### src/rtl/wb_sequencer.sv
// Purpose : register-file write-back sequencer; accepts one request, waits for its source, pulses reg_write.
// Latency : immediate sources write 1 cycle after acceptance, MDR/byte-half MEM_LAT+1, HI on hi_ready+1.
// Backpress: busy=1 while a request is in flight; wb_req seen while busy is dropped, not queued.
//
// Ports:
//   clk, reset            rising-edge clock, synchronous active-high reset
//   wb_req/wb_src/wb_dst  write-back request, mux source code, destination register
//   hi_ready              HI result of mult/div is valid
//   busy                  request in progress
//   mux_sel, reg_dst      write-back mux select / register address, held until next acceptance
//   reg_write             one-cycle register write enable
//   wb_done               one-cycle pulse when a request retires (written, dropped or aborted)
//   tmo_err               one-cycle pulse when the HI wait is aborted
//
// Optional build macro WB_BACK2BACK_EN: accept a new request during the WRITE cycle.

module wb_sequencer #(
   parameter int MEM_LAT = 2,
   parameter int HI_TMO  = 64
) (
   input  logic       clk,
   input  logic       reset,
   input  logic       wb_req,
   input  logic [2:0] wb_src,
   input  logic [4:0] wb_dst,
   input  logic       hi_ready,
   output logic       busy,
   output logic [2:0] mux_sel,
   output logic       reg_write,
   output logic [4:0] reg_dst,
   output logic       wb_done,
   output logic       tmo_err
);

   localparam int MAX_CNT = (MEM_LAT > HI_TMO) ? MEM_LAT : HI_TMO;
   localparam int CW      = $clog2(MAX_CNT) + 1;

`ifdef WB_BACK2BACK_EN
   localparam logic B2B = 1'b1;
`else
   localparam logic B2B = 1'b0;
`endif
   // busy value presented while in WRITE
   localparam logic WR_BUSY = ~B2B;

   typedef enum logic [1:0] {IDLE, MEM_WAIT, HI_WAIT, WRITE} state_t;

   state_t        state;
   logic [CW-1:0] cnt;
   logic          accept;

   assign accept = wb_req && ((state == IDLE) || (B2B && (state == WRITE)));

   always_ff @(posedge clk) begin
      if (reset) begin
         state     <= IDLE;
         busy      <= 1'b0;
         mux_sel   <= 3'd0;
         reg_write <= 1'b0;
         reg_dst   <= 5'd0;
         wb_done   <= 1'b0;
         tmo_err   <= 1'b0;
         cnt       <= '0;
      end else begin
         // pulse outputs default low; set only on the edge that enters WRITE or retires
         reg_write <= 1'b0;
         wb_done   <= 1'b0;
         tmo_err   <= 1'b0;
         if (accept) begin
            mux_sel <= wb_src;
            reg_dst <= wb_dst;
            if (wb_dst == 5'd0) begin
               // r0 is hard-wired: retire without writing
               state   <= IDLE;
               busy    <= 1'b0;
               wb_done <= 1'b1;
               cnt     <= '0;
            end else begin
               case (wb_src)
                  3'd5, 3'd7: begin
                     state <= MEM_WAIT;
                     busy  <= 1'b1;
                     cnt   <= CW'(MEM_LAT - 1);
                  end
                  3'd3: begin
                     state <= HI_WAIT;
                     busy  <= 1'b1;
                     cnt   <= CW'(HI_TMO - 1);
                  end
                  default: begin
                     state     <= WRITE;
                     busy      <= WR_BUSY;
                     reg_write <= 1'b1;
                     wb_done   <= 1'b1;
                  end
               endcase
            end
         end else begin
            case (state)
               MEM_WAIT: begin
                  if (cnt == '0) begin
                     state     <= WRITE;
                     busy      <= WR_BUSY;
                     reg_write <= 1'b1;
                     wb_done   <= 1'b1;
                  end else begin
                     cnt <= cnt - 1'b1;
                  end
               end
               HI_WAIT: begin
                  if (hi_ready) begin
                     state     <= WRITE;
                     busy      <= WR_BUSY;
                     reg_write <= 1'b1;
                     wb_done   <= 1'b1;
                  end else if (cnt <= CW'(1)) begin
                     // abort registers on the edge where the counter expires, so
                     // tmo_err appears HI_TMO cycles after acceptance
                     state   <= IDLE;
                     busy    <= 1'b0;
                     tmo_err <= 1'b1;
                     wb_done <= 1'b1;
                     cnt     <= '0;
                  end else begin
                     cnt <= cnt - 1'b1;
                  end
               end
               WRITE: begin
                  state <= IDLE;
                  busy  <= 1'b0;
               end
               default: begin
                  state <= IDLE;
                  busy  <= 1'b0;
               end
            endcase
         end
      end
   end

endmodule

### config.mk
export PLATFORM = sky130hd
export DESIGN_NAME = wb_sequencer
export DESIGN_NICKNAME = d
export VERILOG_FILES = /design/src/rtl/wb_sequencer.sv
export SDC_FILE = /design/constraint.sdc
export NUM_CORES = 1
export LEC_CHECK = 0
export ABC_AREA = 1
export CAP_MARGIN = 0
export CORE_ASPECT_RATIO = 1.75
export CORE_MARGIN = 4
export CORE_UTILIZATION = 25
export DETAILED_ROUTE_END_ITERATION = 16
export DONT_BUFFER_PORTS = 1
export GPL_TIMING_DRIVEN = 1
export PLACE_DENSITY_LB_ADDON = 0.1
export REMOVE_ABC_BUFFERS = 1
export SYNTH_ARGS = -nofsm -noshare
export SYNTH_HDL_FRONTEND = slang
export SYNTH_SLANG_ARGS = --single-unit
### constraint.sdc
create_clock -name clk -period 1.5 [get_ports clk]
set_input_delay 0.15 -clock clk [delete_from_list [all_inputs] [get_ports clk]]
set_output_delay 0.15 -clock clk [all_outputs]
set_load 0.02 [all_outputs]
======== Word level (Yosys, flattened, before mapping) ========
Cells that the tools add are included.
word-level totals
  bits in registers ....................... 21
  input port bits ......................... 12
  logic and storage cells ................. 62
operators by class
  add/sub/neg operators ................... 1
  order comparisons ....................... 1
  eq/ne operators ......................... 10
  muxes and demuxes ....................... 31
  bitwise logic cells ..................... 1
  reductions and logical operators ........ 10
operator list
  kind                                                   number
  2-to-1 mux 7 bit                                       5
  one-hot mux 7 bit (2 select lines)                     2
  2-to-1 mux 1 bit                                       14
  2-to-1 mux 2 bit                                       5
  inequality test 3 bit, second input constant           3
  one-hot mux 2 bit (2 select lines)                     2
  <= comparator 7 x 1 -> 1 bit, second input constant    1
  zero test 7 bit                                        1
  subtractor 7 x 1 -> 7 bit, second input constant       1
  == test 3 bit, second input constant                   2
  one-hot mux 1 bit (2 select lines)                     3
  zero test 5 bit                                        1
  inequality test 4 x 1 -> 1 bit, second input constant  1
  inequality test 4 bit, second input constant           1
  AND reduction 4 bit                                    1
  OR reduction 4 bit                                     1
  == test 3 x 2 -> 1 bit, second input constant          1
  nonzero test 3 bit                                     1
  OR reduction 3 bit                                     1
  == test 2 x 1 -> 1 bit, second input constant          1
  == test 2 bit, second input constant                   1
  zero test 2 bit                                        1
  AND reduction 2 bit                                    1
  OR reduction 2 bit                                     1
  other kinds (2)                                        2

======== Longest topological paths before layout ========
Gate-level depths: netlist of the first run.
  depth in word-level cells ............... 5
  gate-level depth with buffers ........... 12
  depth with buffers taken out ............ 11

======== Worst setup path before layout of the first run ========
OpenSTA, ideal clock, no wires.
  path kind ............................... register -> register
  from .................................... register cnt[0]
  to ...................................... register cnt[1]
  arrival ................................. 1367 ps
  required time ........................... 1387 ps
  slack ................................... 20 ps
  cell stages (with the launch flop) ...... 13
  path buffers ............................ 1
  cells stage by stage .................... dfxtp_1 > inv_1 > ha_1 > nand2_1 > nor2_2 > nand2_2 > nand2_2 > nand3_2 > nand2_4 > buf_8 > nand2_1 > nand2_1 > nor2_1
on the way
  longest elaborated chain between the ends .. 5
  elaborated cells on any way between the ends .. 10
  those cells by class .................... 1 x add/sub; 1 x order compare; 1 x eq/ne; 5 x mux; 2 x reduce/logical
RTL lines
  element                                                                    RTL line       RTL
  from (decl)                                                                49             logic [CW-1:0] cnt;
  from (signal assigned)                                                     83             cnt <= CW'(MEM_LAT - 1);
  from (signal assigned)                                                     88             cnt <= CW'(HI_TMO - 1);
  from (signal assigned)                                                     107            cnt <= cnt - 1'b1;
  subtractor 7 x 1 -> 7 bit or <= comparator 7 x 1 -> 1 bit (tied branches)  107, 125, 116
  2-to-1 mux 7 bit                                                           116            end else if (cnt <= CW'(1)) begin
  2-to-1 mux 7 bit                                                           111            if (hi_ready) begin
  one-hot mux 7 bit (2 select lines)                                         99             case (state)
  2-to-1 mux 7 bit                                                           69             if (accept) begin
Several ways; a longest one is shown, not always the timed one. The select of a mux whose other input is x is not followed.
A chain may end at the register's enable or synchronous reset.

======== Final worst setup path of the first run ========
  from .................................... register cnt[1]
  to ...................................... register cnt[5]
Same word-level chain as after synthesis.

==> qor.yml, run 1 <==
drtAntennaViolNets: 0
route.detailed.drc: 0
total_power_w: 0.00257
cts_root_buffer: "clkbuf_8"
path_class: "flip-flop to flip-flop"
slowest_stage: "dfxtp_2"
fin_crit_sh_pct: 96.3
wl_per_cell_microns: 13.5
grt_antenna_before_repair: 0
final_nets: 219
clkTransAtPathRegs_ps: 80
path_cells: "inv_2 -> ha_4 -> nand2_2 -> nor2_4 -> nand2_2 -> nand2_2 -> nand3_4 -> nand2_8 -> nand2_1 -> nand2_1 -> nor2_1"
cpMostUsedCell: "nand2_2"
p_leak_nw: 0.707
cts_tree: "done"
cp.required_ps: 1660
portBuffers: 0
start_kind: "flip-flop"
fp.dieW_microns: 60.7
cts_sinks: 21
yosysSeqAreaShare_pct: 34.6
clk_path_buf_depth: 2
arrival_ps: 1610
hold_viol: 0
syn_inst: 186
synth.distinct_cells: 24
cts_made_buffers: 3
coreArea_sq_mm: 0.00471
vias: 1195
clk_latency_ps: 260
setup_viol: 0
rows: 33
gp_congestion: 0.745
start_util_pct: 25.8
drv_slew: 0
hold_path.class: "primary input to flip-flop"
cap_violations: 0
fin_crit_ps: 1450
drtIter0Drc: 12
grt_pass1_vias: 1197
fin_skew_ps: 4.42
dpl.hpwl_microns: 2620
area_growth_syn_to_layout_pct: 24.3
grt.overflow.total: 0
synth_area_sq_mm: 0.00121
fillCellCount: 557
drive_gt1_share_pct: 24.9
timing.fmax_ghz: 0.692
avgSynthCellArea_sq_um: 6.53
h-tree-depth: 1
multi_input_area_sq_um: 788
critPathMaxFanout: 7
vias_per_cell: 4.72
dieArea_sq_mm: 0.00608
antenna_cells: 0
grt_max_degree: 12
cpPeakStageDelay_ps: 330
dr.pass1.iters: 4
tns_ps: 0
die_h_microns: 100
ios: 24
wirelength_microns: 3400
yosys_warnings: 0
ys_seq_elements: 21
status: "finished, final reports clean"
grtUsageTotal_pct: 12.1
end_kind: "flip-flop"
pwr_density_cell_mw_per_mm2: 1700
worstMarginPinSlew_ps: 397
grt_pass1_wl_microns: 5490
slew_headroom_pct: 73.2
regArea_sq_um: 425
vdd_drop_max_mv: 0.743
worst max-delay path: cells and delay by family, from the launching register on:
kind	cells	cell delay, ps
flip-flops	1	330
buffers and inverters	1	90
adder cells (fa/ha/maj)	1	140
AND/OR/NAND/NOR	9	790
placed cells by master (no fill, tap or decap), types with 3 or more instances in the layout:
master	n
a21oi_1	3
buf_4	13
clkbuf_8	3
dfxtp_1	17
dfxtp_2	4
ha_1	3
inv_1	11
inv_2	5
nand2_1	43
nand2_2	6
nand3_1	17
nor2_1	37
nor2_2	5
o21ai_0	11
per-layer routing:
metal / global-route usage, % / share of wire (%)
met5: 0 / 0
met4: 5.51 / 2.6
met3: 3.35 / 4.9
met2: 23.2 / 58
met1: 10.8 / 35
cell usage after synthesis (all sizes together):
master,n,share of area (%)
xor2,1,0.72
ha,5,5.2
o221ai,1,0.72
o21bai,1,0.62
dfxtp,21,35
nand3,21,9.5
nor3,1,0.41
nand2,50,16
nand3b,2,1.2
buf,2,1.9
nand4,2,1.0
nor2,43,14
a21oi,4,1.6
clkbuf,3,1.8
or2,1,0.52
o21ai,11,4.5
inv,17,5.3
cells by family after synthesis:
| group | synth area share [%] |
|---|---|
| adders and majority gates | 5.15 |
| AOI/OAI and AO/OA | 7.53 |
| DFF | 34.6 |
| buffers and inverters | 8.87 |
| xor gates and xnor gates | 0.722 |
| and+or+nand+nor | 43.1 |
power breakdown:
part / switching, W / leakage [nW] / internal (W)
Clock: 0.000178 / 0.0228 / 0.000189
Combinational: 0.000815 / 0.509 / 0.000540
Sequential: 0.000162 / 0.175 / 0.000684
Total: 0.00116 / 0.707 / 0.00141
final cells by class:
cell class,count,area share (%)
Clock buffer,4,2.99
Inverter,17,4.39
Multi-Input combinational cell,144,52.2
Timing Repair Buffer,15,7.88
Tap cell,52,4.31
Sequential cell,21,28.2
worst paths after layout:
| kind | to | from | depth (start not counted) | slack (ps) |
|---|---|---|---|---|
| max reg2reg | cnt[5] | cnt[1] | 11 | 50 |
| max | cnt[5] | cnt[1] | 11 | 50 |
| min reg2reg | state[1] | state[1] | 2 | 500 |
| min | reg_dst[2] | wb_dst[2] | 2 | 60 |
through the flow:
stage / cells / hold slack, ps / setup WS [ps] / util, % / cell area (sq um)
detailed placement: 245 / 223 / 1.18 / 28.1 / 1330
finish: 253 / 57.6 / 54.8 / 32.1 / 1510
global placement: 245 / 221 / 26.8 / 28.1 / 1330
CTS: 251 / 48.7 / 16.0 / 29.9 / 1410
global route: 253 / 50.8 / -17.8 / 32.1 / 1510
floorplan: 181 / 219 / -244 / - / 1170
state kept, by name, indices dropped and copies added (netlist names):
register	count
wb_done	1
state	2
tmo_err	1
reg_dst	5
busy	1
cnt	7
mux_sel	3
reg_write	1
what timing repair did:
action                                  in CTS  in global routing
hold endpoints to repair                     4                  0
hold buffers                                 1                  0
pin swaps                                    1                  5
endpoints found under the setup margin       8                 12
cloned                                       1                  0
buffers inserted                             0                  2
resized for setup                            5                 25
Note: power is estimated with default switching activity, not from simulation.
==> run 2: changes to the inputs <==
--- a/config.mk
+++ b/config.mk
@@ -9,7 +9,7 @@
 export CAP_MARGIN = 0
 export CORE_ASPECT_RATIO = 1.75
 export CORE_MARGIN = 4
-export CORE_UTILIZATION = 25
+export CORE_UTILIZATION = 30
 export DETAILED_ROUTE_END_ITERATION = 16
 export DONT_BUFFER_PORTS = 1
 export GPL_TIMING_DRIVEN = 1
==> qor.yml, run 2 (synthesis results as in run 1) <==
status: "finished, final reports clean"
p_leak_nw: 0.701
largest_register: "cnt"
dpl.hpwl_microns: 2450
slowest_stage: "dfxtp_2"
clk_path_buf_depth: 2
vias: 1200
drtAntennaViolNets: 0
cts_made_buffers: 3
clk_latency_ps: 260
rsz0062_at_grt: "yes"
crit_cells: 8
cts_sinks: 21
whs_ps: 55.9
tns_ps: 0
hold_path.class: "primary input to flip-flop"
drive_gt1_share_pct: 23.5
crit_family: "simple AND/OR/NAND/NOR gates"
worst-path-buf-inv: 1
wirelength_microns: 3300
largest_reg_flops: 7
drv_slew: 0
drtIter0Drc: 22
route.detailed.drc: 0
grt_pass1_wl_microns: 5150
cts_root_buffer: "clkbuf_8"
end_kind: "flip-flop"
wl_per_cell_microns: 13.3
setup_viol: 0
pwr_density_cell_mw_per_mm2: 1700
critPathMaxFanout: 3
final_nets: 218
fp.dieW_microns: 56.1
die_h_microns: 92.1
antenna_cells: 0
grt_max_degree: 15
rows: 30
timing.fmax_ghz: 0.696
cap_violations: 0
start_kind: "flip-flop"
vdd_drop_max_mv: 0.721
placed_cells: 240
layout_common_cells: "42 x nand2_1, 39 x nor2_1, 19 x nand3_1, 17 x dfxtp_1, 12 x buf_4"
slew_headroom_pct: 74.5
fin_skew_ps: 1.73
start_util_pct: 31.1
hold_viol: 0
dpl_cell_area_sq_mm: 0.00131
path_class: "flip-flop to flip-flop"
grt_antenna_before_repair: 0
cts_tree: "done"
coreArea_sq_mm: 0.00390
area_growth_syn_to_layout_pct: 22.3
gp_congestion: 0.828
path_cells: "buf_4 -> ha_2 -> nand2_1 -> nand2_2 -> nand3_1 -> nand2_1 -> nand4_1 -> a21oi_2"
final_common_cell: "nand2_1"
arrival_ps: 1630
fillCellCount: 441
hold_path_depth: 2
cp.required_ps: 1690
h-tree-depth: 1
ff2ff_path_depth: 8
grt.overflow.total: 0
portBuffers: 0
vias_per_cell: 4.84
total_power_w: 0.00252
fin_area_sq_mm: 0.00148
instances_no_fill: 248
fin_crit_sh_pct: 95.8
dieArea_sq_mm: 0.00517
ios: 24
fin_crit_ps: 1440
grtUsageTotal_pct: 12.5
worstMarginPinSlew_ps: 382
clkTransAtPathRegs_ps: 80
cpMostUsedCell: "nand2_1"
grt_pass1_vias: 1146
reg.largest.list: "cnt (7), reg_dst (5), mux_sel (3)"
cpPeakStageDelay_ps: 330
dr.pass1.iters: 5
## run 2: changes by cell type in the layout (fill, tap and decap cells not counted), moves of 2 or more
cell / before / now
nand2_4: 0 / 2
nand3_1: 17 / 19
nand3_2: 2 / 0
nor2_1: 37 / 39
## run 2: path summary, 6_finish.rpt
kind,to,from,slack [ps]
setup / recovery,state[1],state[1],60
hold / removal,reg_dst[4],wb_dst[4],60
setup reg to reg,state[1],state[1],60
hold reg to reg,busy,busy,560
## run 2: worst reg2reg max path, cell delays in order (launching register included)
cell and delay (ps):
dfxtp_2 330, buf_4 100, ha_2 210, nand2_1 130, nand2_2 130, nand3_1 100, nand2_1 110, nand4_1 130
a21oi_2 130
## run 2: area by class of cell
type	count	area, sq um	area share [%]
inverters	17	66.3	4.47
clock buffers	4	45.0	3.04
multi-input cells	144	776	52.3
flip-flops and latches	21	425	28.7
repair buffers	14	111	7.50
well taps	48	60.1	4.05
## run 2: power by group
group,internal [W],total (W),switching [W]
Sequential,0.000684,0.000842,0.000159
Clock,0.000189,0.000375,0.000186
Combinational,0.000506,0.00130,0.000794
## run 2: layer usage
metal / up-vias / routed length, microns / global-route usage, %
met1: 550 / 1220 / 12.9
met2: 26 / 1880 / 24.6
met5: - / 0 / 0
li1: 620 / - / -
met3: 4 / 149 / 2.39
met4: 0 / 44 / 3.56
## run 2: repair_timing
item	4_1_cts	5_1_grt
setup endpoints to repair	7	11
hold buffers	1	0
buffers inserted	0	2
gates resized for setup	2	27
pin swaps	0	5
cloned	0	1
hold endpoints to repair	4	0
## run 2: metrics by stage
stage               utilization (%)  worst slack (ps)
floorplan                         -              -244
detailed placement             33.6             -57.6
global route                   38.0             -40.7
CTS                            35.2              16.8
global placement               33.6              8.71
finish                         38.0              63.1
==> run 3: changes to the inputs <==
--- a/config.mk
+++ b/config.mk
@@ -7,9 +7,9 @@
 export LEC_CHECK = 0
 export ABC_AREA = 1
 export CAP_MARGIN = 0
-export CORE_ASPECT_RATIO = 1.75
+export CORE_ASPECT_RATIO = 1.4
 export CORE_MARGIN = 4
-export CORE_UTILIZATION = 30
+export CORE_UTILIZATION = 50
 export DETAILED_ROUTE_END_ITERATION = 16
 export DONT_BUFFER_PORTS = 1
 export GPL_TIMING_DRIVEN = 1
==> qor.yml, run 3 (synthesis results as in run 1) <==
status: "finished, final reports clean"
critPathMaxFanout: 5
clk_path_buf_depth: 2
rows: 20
largest_reg_flops: 7
path_cells: "inv_1 -> ha_2 -> nand2_4 -> buf_6 -> nand3_1 -> nand2_1 -> nand2_1 -> a21oi_1"
timing.final.ws_setup_ps: 70.3
hp-start: "wb_src[0]"
pwr-share-seq_pct: 36.0
placed_cells: 211
fin_skew_ps: 9.52
worstMarginPinSlew_ps: 328
grt_pass1_vias: 1173
area_growth_syn_to_layout_pct: 22.4
cts_made_buffers: 3
crit_family: "simple AND/OR/NAND/NOR gates"
grt_pass1_wl_microns: 4830
vdd_drop_max_mv: 0.761
portBuffers: 0
post-route-util_pct: 65.9
wirelength_microns: 2930
fin_crit_sh_pct: 95.3
layout_common_cells: "42 x nand2_1, 40 x nor2_1, 18 x nand3_1, 17 x dfxtp_1, 12 x inv_1"
reg2reg_from: "state[1]"
clkTransAtPathRegs_ps: 110
vias: 1223
grt_antenna_before_repair: 0
final_common_cell: "nand2_1"
die_h_microns: 66.3
worst-path-buf-inv: 2
dpl.hpwl_microns: 2070
start_util_pct: 53.9
hold_viol: 0
ios: 24
drv_slew: 0
vias_per_cell: 5.34
grtUsageTotal_pct: 19.0
fin_area_sq_mm: 0.00149
cts_sinks: 21
pwr-share-clk_pct: 12.2
route.detailed.drc: 0
wl_per_cell_microns: 12.8
drtAntennaViolNets: 0
drtIter0Drc: 29
path_class: "flip-flop to flip-flop"
fin_crit_ps: 1430
cts_tree: "done"
rsz0062_at_grt: "yes"
p_switching_w: 0.00107
dr.pass1.iters: 4
slew_headroom_pct: 78.1
instances_no_fill: 229
cap_violations: 0
switching_share_pct: 45.5
h-tree-depth: 1
cts_root_buffer: "clkbuf_4"
pwr_density_cell_mw_per_mm2: 1580
grt_max_degree: 15
setup_viol: 0
largest_register: "cnt"
p_leak_nw: 0.723
slowest_stage: "dfxtp_2"
cpPeakStageDelay_ps: 360
reg.largest.list: "cnt (7), reg_dst (5), mux_sel (3)"
arrival_ps: 1680
gp_congestion: 0.918
clk_latency_ps: 320
detailedPlace.worstSlack_ps: -31.0
hold_path.class: "primary input to flip-flop"
final_nets: 225
dpl_cell_area_sq_mm: 0.00126
grt.overflow.total: 0
tns_ps: 0
crit_start: "state[1]"
internal_power_w: 0.00128
cpMostUsedCell: "nand2_1"
cp.required_ps: 1750
drive_gt1_share_pct: 21.7
antenna_cells: 0
dieArea_sq_mm: 0.00329
end_kind: "flip-flop"
start_kind: "flip-flop"
coreArea_sq_mm: 0.00225
timing.fmax_ghz: 0.699
comb_power_share_pct: 51.8
fp.dieW_microns: 49.6
-- run 3: metrics by stage --
stage / hold WS (ps) / total power [W]
floorplan: 219 / 0.00165
global placement: 222 / 0.00189
detailed placement: 224 / 0.00191
CTS: 0.689 / 0.00222
global route: 29.6 / 0.00258
finish: 2.31 / 0.00234
-- run 3: final timing paths --
path,to,slack (ps),depth (start not counted)
max,state[0],70,8
min,mux_sel[0],2,2
max reg2reg,state[0],70,8
min reg2reg,state[1],480,2
-- run 3: what timing repair did --
item | 4_1_cts | 5_1_grt
pin swaps | 0 | 5
setup endpoints to repair | 3 | 12
gates resized for setup | 1 | 25
hold buffers | 9 | 0
gates cloned | 0 | 1
hold endpoints to repair | 12 | 0
setup buffers | 0 | 4
-- run 3: layer usage --
metal  global-route usage [%]  vias to the layer above  wire (microns)
met5                        0                        -               0
met4                     9.34                        0              76
met3                     4.29                        7             126
met2                     36.9                       21            1550
met1                     18.3                      562            1170
li1                         -                      633               -
-- run 3: power by group through the flow --
stage | logic, W | registers, W | clock network [W]
after detailed placement | 0.00106 | 0.000851 | 0
final | 0.00121 | 0.000845 | 0.000286
after CTS | 0.00108 | 0.000838 | 0.000298
after global placement | 0.00104 | 0.000848 | 0
after floorplan | 0.000830 | 0.000823 | 0
after global routing | 0.00139 | 0.000865 | 0.000325
-- run 3: final cells by class --
cell class / count / area (sq um)
clock inverters: 1 / 5.00
well taps: 22 / 27.5
inverters: 17 / 68.8
repair buffers: 21 / 188
multi-input cells: 144 / 748
flip-flops and latches: 21 / 425
fillers: 234 / 767
clock buffers: 3 / 22.5
-- run 3: worst register-to-register path, stage by stage (launching register included) --
cell and delay, ps:
dfxtp_2 360, inv_1 60, ha_2 200, nand2_4 110, buf_6 130, nand3_1 150, nand2_1 150, nand2_1 60
a21oi_1 140
